===== config.mk =====
export PLATFORM = sky130hd
export DESIGN_NAME = mem_bus_arbiter_flat
export DESIGN_NICKNAME = d
export VERILOG_FILES = /design/src/rtl/mem_bus_arbiter_if.sv /design/src/rtl/mem_bus_arbiter.sv /design/src/flat_wrapper.sv
export SDC_FILE = /design/constraint.sdc
export NUM_CORES = 1
export LEC_CHECK = 0
export ABC_AREA = 1
export BUFFER_PORTS_ARGS = -buffer_cell sky130_fd_sc_hd__buf_2
export CAP_MARGIN = 5
export CORE_MARGIN = 1
export CORE_UTILIZATION = 50
export DETAILED_ROUTE_END_ITERATION = 7
export HOLD_SLACK_MARGIN = 0.03
export PLACE_DENSITY = 0.85
export SLEW_MARGIN = 15
export SYNTH_ARGS = -nofsm -noshare
export SYNTH_HDL_FRONTEND = slang
export SYNTH_SLANG_ARGS = --single-unit

===== constraint.sdc =====
create_clock -name clk -period 3.5 [get_ports clk]
set_input_delay 0.35 -clock clk [delete_from_list [all_inputs] [get_ports clk]]
set_output_delay 0.35 -clock clk [all_outputs]
set_load 0.005 [all_outputs]

===== src/rtl/mem_bus_arbiter_if.sv =====
// Bundles the pipeline-side request/response signals and the SRAM pin signals
// shared by the memory bus arbiter. The slave modport is the arbiter's view;
// the master modport is the pipeline plus SRAM side.
interface mem_bus_arbiter_if #(
   parameter int ADDR_W = 16,
   parameter int DATA_W = 16
);
   // instruction-fetch port
   logic              if_req;
   logic [ADDR_W-1:0] if_addr;
   logic [DATA_W-1:0] if_rdata;
   logic              if_ready;
   // data-access port
   logic              mem_rd;
   logic              mem_wr;
   logic [ADDR_W-1:0] mem_addr;
   logic [DATA_W-1:0] mem_wdata;
   logic [DATA_W-1:0] mem_rdata;
   logic              mem_ready;
   // pipeline status
   logic              stall_if;
   logic              stall_mem;
   logic              proto_err;
   // SRAM pins
   logic [ADDR_W-1:0] ram_addr;
   logic [DATA_W-1:0] ram_dq_o;
   logic              ram_dq_oe;
   logic [DATA_W-1:0] ram_dq_i;
   logic              ram_en_n;
   logic              ram_oe_n;
   logic              ram_we_n;

   modport slave (
      input  if_req, if_addr, mem_rd, mem_wr, mem_addr, mem_wdata, ram_dq_i,
      output if_rdata, if_ready, mem_rdata, mem_ready,
      output stall_if, stall_mem, proto_err,
      output ram_addr, ram_dq_o, ram_dq_oe, ram_en_n, ram_oe_n, ram_we_n
   );

   modport master (
      output if_req, if_addr, mem_rd, mem_wr, mem_addr, mem_wdata, ram_dq_i,
      input  if_rdata, if_ready, mem_rdata, mem_ready,
      input  stall_if, stall_mem, proto_err,
      input  ram_addr, ram_dq_o, ram_dq_oe, ram_en_n, ram_oe_n, ram_we_n
   );
endinterface


===== src/rtl/mem_bus_arbiter.sv =====
// Shares one external SRAM between the instruction-fetch port and the data
// port. MEM has fixed priority over IF. Reads take one strobe cycle, writes
// run SETUP / WE_CYCLES pulse cycles / HOLD, and every access ends with a
// one-cycle DONE state that drives the owner's ready pulse.
module mem_bus_arbiter #(
   parameter int ADDR_W    = 16,
   parameter int DATA_W    = 16,
   parameter int WE_CYCLES = 1    // legal range 1..4
) (
   input  logic                clk,
   input  logic                rst,  // asynchronous, active low
   mem_bus_arbiter_if.slave    bus
);

   typedef enum logic [2:0] {
      S_IDLE,
      S_READ,
      S_WR_SETUP,
      S_WR_PULSE,
      S_WR_HOLD,
      S_DONE
   } state_t;

   typedef enum logic {
      OWN_IF,
      OWN_MEM
   } owner_t;

   state_t            state_q,     state_d;
   owner_t            owner_q,     owner_d;
   logic [ADDR_W-1:0] ram_addr_q,  ram_addr_d;
   logic [DATA_W-1:0] wdata_q,     wdata_d;
   logic [DATA_W-1:0] if_rdata_q,  if_rdata_d;
   logic [DATA_W-1:0] mem_rdata_q, mem_rdata_d;
   logic              proto_err_q, proto_err_d;
   logic [1:0]        we_cnt_q,    we_cnt_d;

   // State and datapath registers; reset returns the FSM to IDLE at once so
   // the strobes decoded from it go inactive even in the middle of a write.
   always_ff @(posedge clk or negedge rst) begin
      if (!rst) begin
         state_q     <= S_IDLE;
         owner_q     <= OWN_IF;
         ram_addr_q  <= '0;
         wdata_q     <= '0;
         if_rdata_q  <= '0;
         mem_rdata_q <= '0;
         proto_err_q <= 1'b0;
         we_cnt_q    <= '0;
      end else begin
         // NOTE: non-blocking assignments here so every register samples the
         // pre-edge values; blocking would make results order dependent.
         state_q     <= state_d;
         owner_q     <= owner_d;
         ram_addr_q  <= ram_addr_d;
         wdata_q     <= wdata_d;
         if_rdata_q  <= if_rdata_d;
         mem_rdata_q <= mem_rdata_d;
         proto_err_q <= proto_err_d;
         we_cnt_q    <= we_cnt_d;
      end
   end

   // Next-state logic: arbitration in IDLE, read capture, write-pulse count.
   always_comb begin
      // NOTE: every target gets a default first, so no path leaves one
      // unassigned and no latch is inferred.
      state_d     = state_q;
      owner_d     = owner_q;
      ram_addr_d  = ram_addr_q;
      wdata_d     = wdata_q;
      if_rdata_d  = if_rdata_q;
      mem_rdata_d = mem_rdata_q;
      proto_err_d = 1'b0;
      we_cnt_d    = we_cnt_q;

      unique case (state_q)
         S_IDLE: begin
            if (bus.mem_wr) begin
               // a write wins over a simultaneous read, which is flagged
               state_d     = S_WR_SETUP;
               owner_d     = OWN_MEM;
               ram_addr_d  = bus.mem_addr;
               wdata_d     = bus.mem_wdata;
               proto_err_d = bus.mem_rd;
            end else if (bus.mem_rd) begin
               state_d    = S_READ;
               owner_d    = OWN_MEM;
               ram_addr_d = bus.mem_addr;
            end else if (bus.if_req) begin
               state_d    = S_READ;
               owner_d    = OWN_IF;
               ram_addr_d = bus.if_addr;
            end
         end
         S_READ: begin
            if (owner_q == OWN_MEM) mem_rdata_d = bus.ram_dq_i;
            else                    if_rdata_d  = bus.ram_dq_i;
            state_d = S_DONE;
         end
         S_WR_SETUP: begin
            we_cnt_d = 2'(WE_CYCLES - 1);
            state_d  = S_WR_PULSE;
         end
         S_WR_PULSE: begin
            if (we_cnt_q == '0) state_d  = S_WR_HOLD;
            else                we_cnt_d = we_cnt_q - 2'd1;
         end
         S_WR_HOLD: state_d = S_DONE;
         S_DONE:    state_d = S_IDLE;  // requests deliberately not sampled
         default:   state_d = S_IDLE;
      endcase
   end

   // SRAM strobe and ready decode, purely from the registered state so we_n
   // and oe_n can never be low together.
   always_comb begin
      bus.ram_en_n  = 1'b1;
      bus.ram_oe_n  = 1'b1;
      bus.ram_we_n  = 1'b1;
      bus.ram_dq_oe = 1'b0;
      bus.if_ready  = 1'b0;
      bus.mem_ready = 1'b0;
      unique case (state_q)
         S_READ: begin
            bus.ram_en_n = 1'b0;
            bus.ram_oe_n = 1'b0;
         end
         S_WR_SETUP, S_WR_HOLD: begin
            bus.ram_en_n  = 1'b0;
            bus.ram_dq_oe = 1'b1;
         end
         S_WR_PULSE: begin
            bus.ram_en_n  = 1'b0;
            bus.ram_we_n  = 1'b0;
            bus.ram_dq_oe = 1'b1;
         end
         S_DONE: begin
            bus.if_ready  = (owner_q == OWN_IF);
            bus.mem_ready = (owner_q == OWN_MEM);
         end
         default: ;
      endcase
   end

   assign bus.ram_addr  = ram_addr_q;
   assign bus.ram_dq_o  = wdata_q;
   assign bus.if_rdata  = if_rdata_q;
   assign bus.mem_rdata = mem_rdata_q;
   assign bus.proto_err = proto_err_q;
   assign bus.stall_if  = bus.if_req & ~bus.if_ready;
   assign bus.stall_mem = (bus.mem_rd | bus.mem_wr) & ~bus.mem_ready;

endmodule

===== src/flat_wrapper.sv =====
// flat-port wrapper written by rule: the top's interface ports become plain ports
module mem_bus_arbiter_flat 
#(
   parameter int ADDR_W    = 16,
   parameter int DATA_W    = 16,
   parameter int WE_CYCLES = 1                       
)
  (clk, rst, bus_if_req, bus_if_addr, bus_mem_rd, bus_mem_wr, bus_mem_addr, bus_mem_wdata, bus_ram_dq_i, bus_if_rdata, bus_if_ready, bus_mem_rdata, bus_mem_ready, bus_stall_if, bus_stall_mem, bus_proto_err, bus_ram_addr, bus_ram_dq_o, bus_ram_dq_oe, bus_ram_en_n, bus_ram_oe_n, bus_ram_we_n);
  mem_bus_arbiter_if #(.ADDR_W(ADDR_W), .DATA_W(DATA_W)) bus_i ();
  input  logic clk;
  input  logic rst;
  input wire logic [$bits(bus_i.if_req)-1:0] bus_if_req;
  input wire logic [$bits(bus_i.if_addr)-1:0] bus_if_addr;
  input wire logic [$bits(bus_i.mem_rd)-1:0] bus_mem_rd;
  input wire logic [$bits(bus_i.mem_wr)-1:0] bus_mem_wr;
  input wire logic [$bits(bus_i.mem_addr)-1:0] bus_mem_addr;
  input wire logic [$bits(bus_i.mem_wdata)-1:0] bus_mem_wdata;
  input wire logic [$bits(bus_i.ram_dq_i)-1:0] bus_ram_dq_i;
  output wire logic [$bits(bus_i.if_rdata)-1:0] bus_if_rdata;
  output wire logic [$bits(bus_i.if_ready)-1:0] bus_if_ready;
  output wire logic [$bits(bus_i.mem_rdata)-1:0] bus_mem_rdata;
  output wire logic [$bits(bus_i.mem_ready)-1:0] bus_mem_ready;
  output wire logic [$bits(bus_i.stall_if)-1:0] bus_stall_if;
  output wire logic [$bits(bus_i.stall_mem)-1:0] bus_stall_mem;
  output wire logic [$bits(bus_i.proto_err)-1:0] bus_proto_err;
  output wire logic [$bits(bus_i.ram_addr)-1:0] bus_ram_addr;
  output wire logic [$bits(bus_i.ram_dq_o)-1:0] bus_ram_dq_o;
  output wire logic [$bits(bus_i.ram_dq_oe)-1:0] bus_ram_dq_oe;
  output wire logic [$bits(bus_i.ram_en_n)-1:0] bus_ram_en_n;
  output wire logic [$bits(bus_i.ram_oe_n)-1:0] bus_ram_oe_n;
  output wire logic [$bits(bus_i.ram_we_n)-1:0] bus_ram_we_n;
  assign bus_i.if_req = bus_if_req;
  assign bus_i.if_addr = bus_if_addr;
  assign bus_i.mem_rd = bus_mem_rd;
  assign bus_i.mem_wr = bus_mem_wr;
  assign bus_i.mem_addr = bus_mem_addr;
  assign bus_i.mem_wdata = bus_mem_wdata;
  assign bus_i.ram_dq_i = bus_ram_dq_i;
  assign bus_if_rdata = bus_i.if_rdata;
  assign bus_if_ready = bus_i.if_ready;
  assign bus_mem_rdata = bus_i.mem_rdata;
  assign bus_mem_ready = bus_i.mem_ready;
  assign bus_stall_if = bus_i.stall_if;
  assign bus_stall_mem = bus_i.stall_mem;
  assign bus_proto_err = bus_i.proto_err;
  assign bus_ram_addr = bus_i.ram_addr;
  assign bus_ram_dq_o = bus_i.ram_dq_o;
  assign bus_ram_dq_oe = bus_i.ram_dq_oe;
  assign bus_ram_en_n = bus_i.ram_en_n;
  assign bus_ram_oe_n = bus_i.ram_oe_n;
  assign bus_ram_we_n = bus_i.ram_we_n;
  mem_bus_arbiter #(.ADDR_W(ADDR_W), .DATA_W(DATA_W), .WE_CYCLES(WE_CYCLES)) u_core (.clk(clk), .rst(rst), .bus(bus_i));
endmodule

### After elaboration in Yosys (flattened, before gate mapping)

Cells that the tools add are included.

| storage, ports and cells | value |
|---|---|
| latch bits | 0 |
| bits in registers | 71 |
| input port bits | 69 |
| memory bits (writable) | 0 |
| logic and storage cells | 57 |
| memories kept | 0 |
| bits in read-only memories | 0 |
| output and inout port bits | 73 |

| cells by class | value |
|---|---|
| div/mod/pow operators | 0 |
| bitwise operators | 6 |
| $add $sub $neg | 1 |
| order comparisons | 0 |
| equality and inequality tests | 8 |
| reduce and logical (&&, ||, !) cells | 13 |
| muxes and demuxes | 21 |
| shift operators | 0 |
| $mul | 0 |

Operators by type and width:

| operator | number |
|---|---|
| 16-bit 2-to-1 mux | 3 |
| 3-bit 2-to-1 mux | 4 |
| 3-bit one-hot mux with 4 select lines | 1 |
| 2-bit AND reduction | 6 |
| 1-bit 2-to-1 mux | 11 |
| 3-bit by 2-bit equality test with 1-bit output (second input constant) | 2 |
| 3-bit equality test (second input constant) | 2 |
| 4-bit != test (second input constant) | 1 |
| 2-bit one-hot mux with 2 select lines | 1 |
| 4-bit OR reduction | 1 |
| 3-bit by 1-bit equality test with 1-bit output (second input constant) | 1 |
| 3-bit logical NOT | 1 |
| 1-bit NOT | 3 |
| 3-bit nonzero test | 1 |
| 3-bit OR reduction | 1 |
| 1-bit AND | 2 |
| 2-bit logical NOT | 1 |
| 2-bit 2-to-1 mux | 1 |
| 2-bit by 1-bit != test with 1-bit output (second input constant) | 1 |
| 2-bit != test (second input constant) | 1 |
| 2-bit nonzero test | 1 |
| 2-bit OR reduction | 1 |
| 2-bit by 1-bit subtractor with 2-bit output (second input constant) | 1 |
| 1-bit OR | 1 |

### Logic depth before layout (Yosys ltp)

| logic depth | value |
|---|---|
| depth in word-level cells | 4 |
| depth in mapped cells | 8 |
| depth with buffers taken out | 7 |

### Least setup slack after synthesis

Ideal clock, no wire load.

| timing | value |
|---|---|
| path type | flip-flop to output port |
| from | register u_core.state_q[2] |
| to | output port bus_ram_dq_oe |
| cell stages (with the launch flop) | 5 |
| setup slack | 2,204 ps |
| required time | 3,150 ps |
| arrival time | 946 ps |
| buffers on the path | 0 |
| cells stage by stage | dfrtp_1 inv_2 nand3_1 inv_1 or2_2 |

| on the way | value |
|---|---|
| longest elaborated chain between the ends | 3 |
| elaborated cells between the ends (all ways) | 5 |
| those cells by class | eq/ne: 3; mux: 1; reduce/logical: 1 |

Ends and longest elaborated chain:

| what | RTL line | text |
|---|---|---|
| start: declaration | mem_bus_arbiter.sv:29 | `state_t state_q, state_d;` |
| start signal: assignment | mem_bus_arbiter.sv:53 | `state_q <= state_d;` |
| 3-bit by 2-bit equality test with 1-bit output / 3-bit equality test (equally long branches) | mem_bus_arbiter.sv:124 | `unique case (state_q)` |
| 3-bit OR reduction (no line) * | n/a |  |
| 1-bit 2-to-1 mux * | mem_bus_arbiter.sv:124 |  |
| end: declaration | flat_wrapper.sv:28 | `output wire logic [$bits(bus_i.ram_dq_oe)-1:0] bus_ram_dq_oe;` |

Mark *: on every way between the ends. The rest lies on a longest branch, timed or not.

### Worst setup path after layout

| timing | value |
|---|---|
| from | input port bus_mem_wr |
| to | output port bus_stall_mem |

| on the way | value |
|---|---|
| longest elaborated chain between the ends | 2 |

Ends and longest elaborated chain:

| what | RTL line | text |
|---|---|---|
| start: declaration | flat_wrapper.sv:15 | `input wire logic [$bits(bus_i.mem_wr)-1:0] bus_mem_wr;` |
| 1-bit OR | mem_bus_arbiter.sv:152 | `assign bus.stall_mem = (bus.mem_rd \| bus.mem_wr) & ~bus.mem_ready;` |
| 1-bit AND | mem_bus_arbiter.sv:152 |  |
| end: declaration | flat_wrapper.sv:24 | `output wire logic [$bits(bus_i.stall_mem)-1:0] bus_stall_mem;` |

Every way passes these cells.

==> impl_results.md <==
* Clock root buffer master: clkbuf_8
* Final number of hold-violating endpoints at 0
* Worst-skew pair later-pin latency at 0.32 ns
* Run status: finished clean
* Part of the cycle the worst path needs at 0.537
* Average wire per cell in the routed design at 11.7 um
* Pwr/cell area at 862 nW/um2
* H-tree level count at 3
* Setup violators final at 0
* Total power consumption of the routed design at 3.47 mW
* Proportion of synthesized chip area in sequential cells at 0.579
* Post-place setup slack at 1.62 ns
* CP Data Required Time at 3.15 ns
* Area enclosed by the die boundary at 6460 um2
* Count of distinct cell types in the synthesized netlist at 25
* CP Launch Type: input pin
* Top-Level Pins at 142
* Placer Congestion at 0.790
* Buffering stage count on the worst path with inverters included at 4
* Post-CTS resize count at 0
* Setup skew after layout at 0.00758 ns
* Detailed-router iteration count before antenna repair at 4
* Fin crit period at 1.88 ns
* Crit path setup slack, layout at 1.62 ns
* Filler cell count at 503
* Total area of multi-input combinational cells at 1080 um2
* Min-delay worst type: input pin to async pin
* Capturing element type of the critical path: primary output
* Cell Rows at 28
* Count of state elements after synthesis at 71
* Via count of the first global-routing pass at 2630
* Worst slew margin relative to its limit at 0.487
* Final ANT Viol Nets at 0
* Delay contributed by the slowest stage of the critical path at 0.40 ns
* Maximum number of pins on one net before global-route repair at 37
* Worst flop-to-flop path endpoint: u_core.bus.if_rdata[9]$_DFFE_PN0P_
* Worst setup slack for register-to-register paths at 2.03 ns
* Slew at the pin closest to its max-slew limit at 0.770 ns
* Number of max-cap violations at 0
* Average cell area after synthesis at 8.32 um2
* GR Util All Layers at 0.233
* Number of cells on the worst reg-to-reg path at 6
* Number of DRC markers in iteration 0 at 111
* Area growth syn-to-layout at 31.0%
* Post-synthesis net count at 439
* Maximum fanout count along the critical path at 20
* Nets at 578
* Die height at 80.4 um
* Pleak at 2.40 nW
* Core box area at 5920 um2
* Post-detail-place hpwl at 5080 um
* Num Clock Sinks at 71
* Crit path top cell by count: buf_2
* Via density per instance at 4.77
* Fraction of the core area covered by cells at the end of the flow at 0.679
* Final Max Tran Viols at 0
* Post-CTS setup buffer count at 0
* Clock input transition at the sequential cells of the worst setup and hold paths at 0.07 ns
* Class of the most critical setup path: input pin to primary output
* Clock tree buffer depth at 2
* Crit path arrival time at 1.53 ns
* CTS tree: done
* Input/output buffers at 141
* Initial Util at 0.519
* DIE WIDTH at 80.4 um
* Fmax at 0.532 GHz
* Wire length of the first global-routing pass at 11600 um
* Sum of overflow across all layers after global routing at 0
* Hold-fix buffers at CTS at 0
* Design Area, Final at 4020 um2
* DP Area at 3790 um2
* RR Startpoint: u_core.state_q[2]$_DFFE_PN0P_
* Post-synthesis cell area at 3070 um2
* Critical-path cell with the highest stage delay: nor2_4
* Cell type group with the largest total delay on the critical path: buffers and inverters
* Combined flip-flop and latch cell area at 1780 um2
* Total Wirelength at 6880 um
* Number of antenna violations at the first check in global routing at 0
* Unrepaired setup endpoints after global routing: false
* Synthesized instance count at 369
* Num CTS Buffers at 9
* Antenna diode count at 0
* Vias at 2799
* Setup total negative slack at 0 ns
* Chain of cells forming the critical path: buf_2 > nor2_4 > inv_2 > o21ai_0 > inv_1 > buf_2
* Maximum ir drop on the vdd rail at 0.439 mV
* Fraction of final layout cells sized beyond drive strength 1 at 0.336
* Remaining routing DRC violations at 0
* Number of synthesis warnings at 0
==> stage by stage <==
stage          hold slack [ns]  instances
3_5_place_dp             0.453        572
3_3_place_gp             0.449        572
4_1_cts                  0.118        587
6_report                0.0959        587
5_1_grt                  0.158        587
2_1_floorplan           0.0544        369
==> report_power, final <==
group | leakage (nW) | total, mW | switching, mW | internal, mW
combinational | 1.39 | 1.31 | 0.756 | 0.558
clock | 0.118 | 0.733 | 0.278 | 0.455
sequential | 0.884 | 1.42 | 0.211 | 1.21
==> cell type report <==
cell class / instances / share of cell area
Multi-Input combinational cell: 253 / 0.270
Clock buffer: 12 / 0.0411
Inverter: 31 / 0.0308
Clock inverter: 3 / 0.0162
Timing Repair Buffer: 142 / 0.177
Tap cell: 75 / 0.0233
Sequential cell: 71 / 0.442
==> cell usage in the layout, fill, tap and decap left out, drive strengths merged <==
master / n
clkbuf: 12
dfrtp: 71
or2: 2
nand3b: 2
buf: 142
nand3: 17
bufinv: 2
nand2: 177
o211ai: 1
nor2: 14
ha: 1
inv: 30
a21oi: 1
clkinv: 2
nor3: 2
o21ai: 36
==> synthesized netlist by cell type <==
cell | number | share of area
or2_2 | 2 | 0.0041
nand2_2 | 4 | 0.0081
inv_4 | 1 | 0.0020
clkbuf_2 | 2 | 0.0033
inv_1 | 26 | 0.032
nand2_4 | 1 | 0.0037
clkinv_4 | 1 | 0.0029
dfrtp_1 | 71 | 0.58
o21ai_0 | 25 | 0.041
nor2_1 | 12 | 0.015
buf_2 | 9 | 0.015
o21ai_1 | 11 | 0.018
ha_1 | 1 | 0.0041
buf_4 | 1 | 0.0024
inv_2 | 3 | 0.0037
nor2_4 | 1 | 0.0037
nand3b_1 | 1 | 0.0024
o211ai_1 | 1 | 0.0024
nand3_1 | 17 | 0.028
a21oi_1 | 1 | 0.0016
nand2_1 | 172 | 0.21
buf_6 | 2 | 0.0073
nand3b_4 | 1 | 0.0065
nor2_2 | 1 | 0.0020
nor3_1 | 2 | 0.0033
==> worst reg2reg max path, delay by kind of cell (launching register included) <==
family                 cells  cell delay, ns
buffers and inverters      2            0.23
AOI/OAI and AO/OA          1            0.09
DFF                        1            0.42
and+or+nand+nor            3            0.59
==> registers in the layout, summed over array words and instances, names as in the netlist <==
| register | cells |
|---|---|
| u_core.bus.if_rdata | 16 |
| u_core.owner_q | 1 |
| u_core.bus.ram_addr | 16 |
| u_core.bus.proto_err | 1 |
| u_core.bus.mem_rdata | 16 |
| u_core.bus.ram_dq_o | 16 |
| u_core.state_q | 3 |
| u_core.we_cnt_q | 2 |
==> routing by layer <==
layer / global-route usage / vias to the layer above / part of all wire
met2: 0.389 / 106 / 0.48
met4: 0.102 / 0 / 0.0094
met3: 0.0500 / 6 / 0.061
li1: - / 1413 / -
met1: 0.291 / 1274 / 0.45
met5: 0 / - / 0
==> worst max path at each step <==
stage	start	slack [ns]	to	depth (start not counted)
floorplan	u_core.state_q[2]$_DFFE_PN0P_	2.20	bus_ram_dq_oe	4
global placement	bus_mem_wr	1.68	bus_stall_mem	6
detailed placement	bus_mem_wr	1.62	bus_stall_mem	6
CTS	bus_mem_wr	1.61	bus_stall_mem	6
global route	bus_mem_wr	1.47	bus_stall_mem	6
finish	bus_mem_wr	1.62	bus_stall_mem	6
==> logic make-up after synthesis <==
group           after synthesis  share of synthesized area
simple gates                214                      0.286
compound gates               38                     0.0628
fa+ha+maj                     1                    0.00407
buf+inv                      45                     0.0681
flops                        71                      0.579
(Power assumes the default switching activity.)
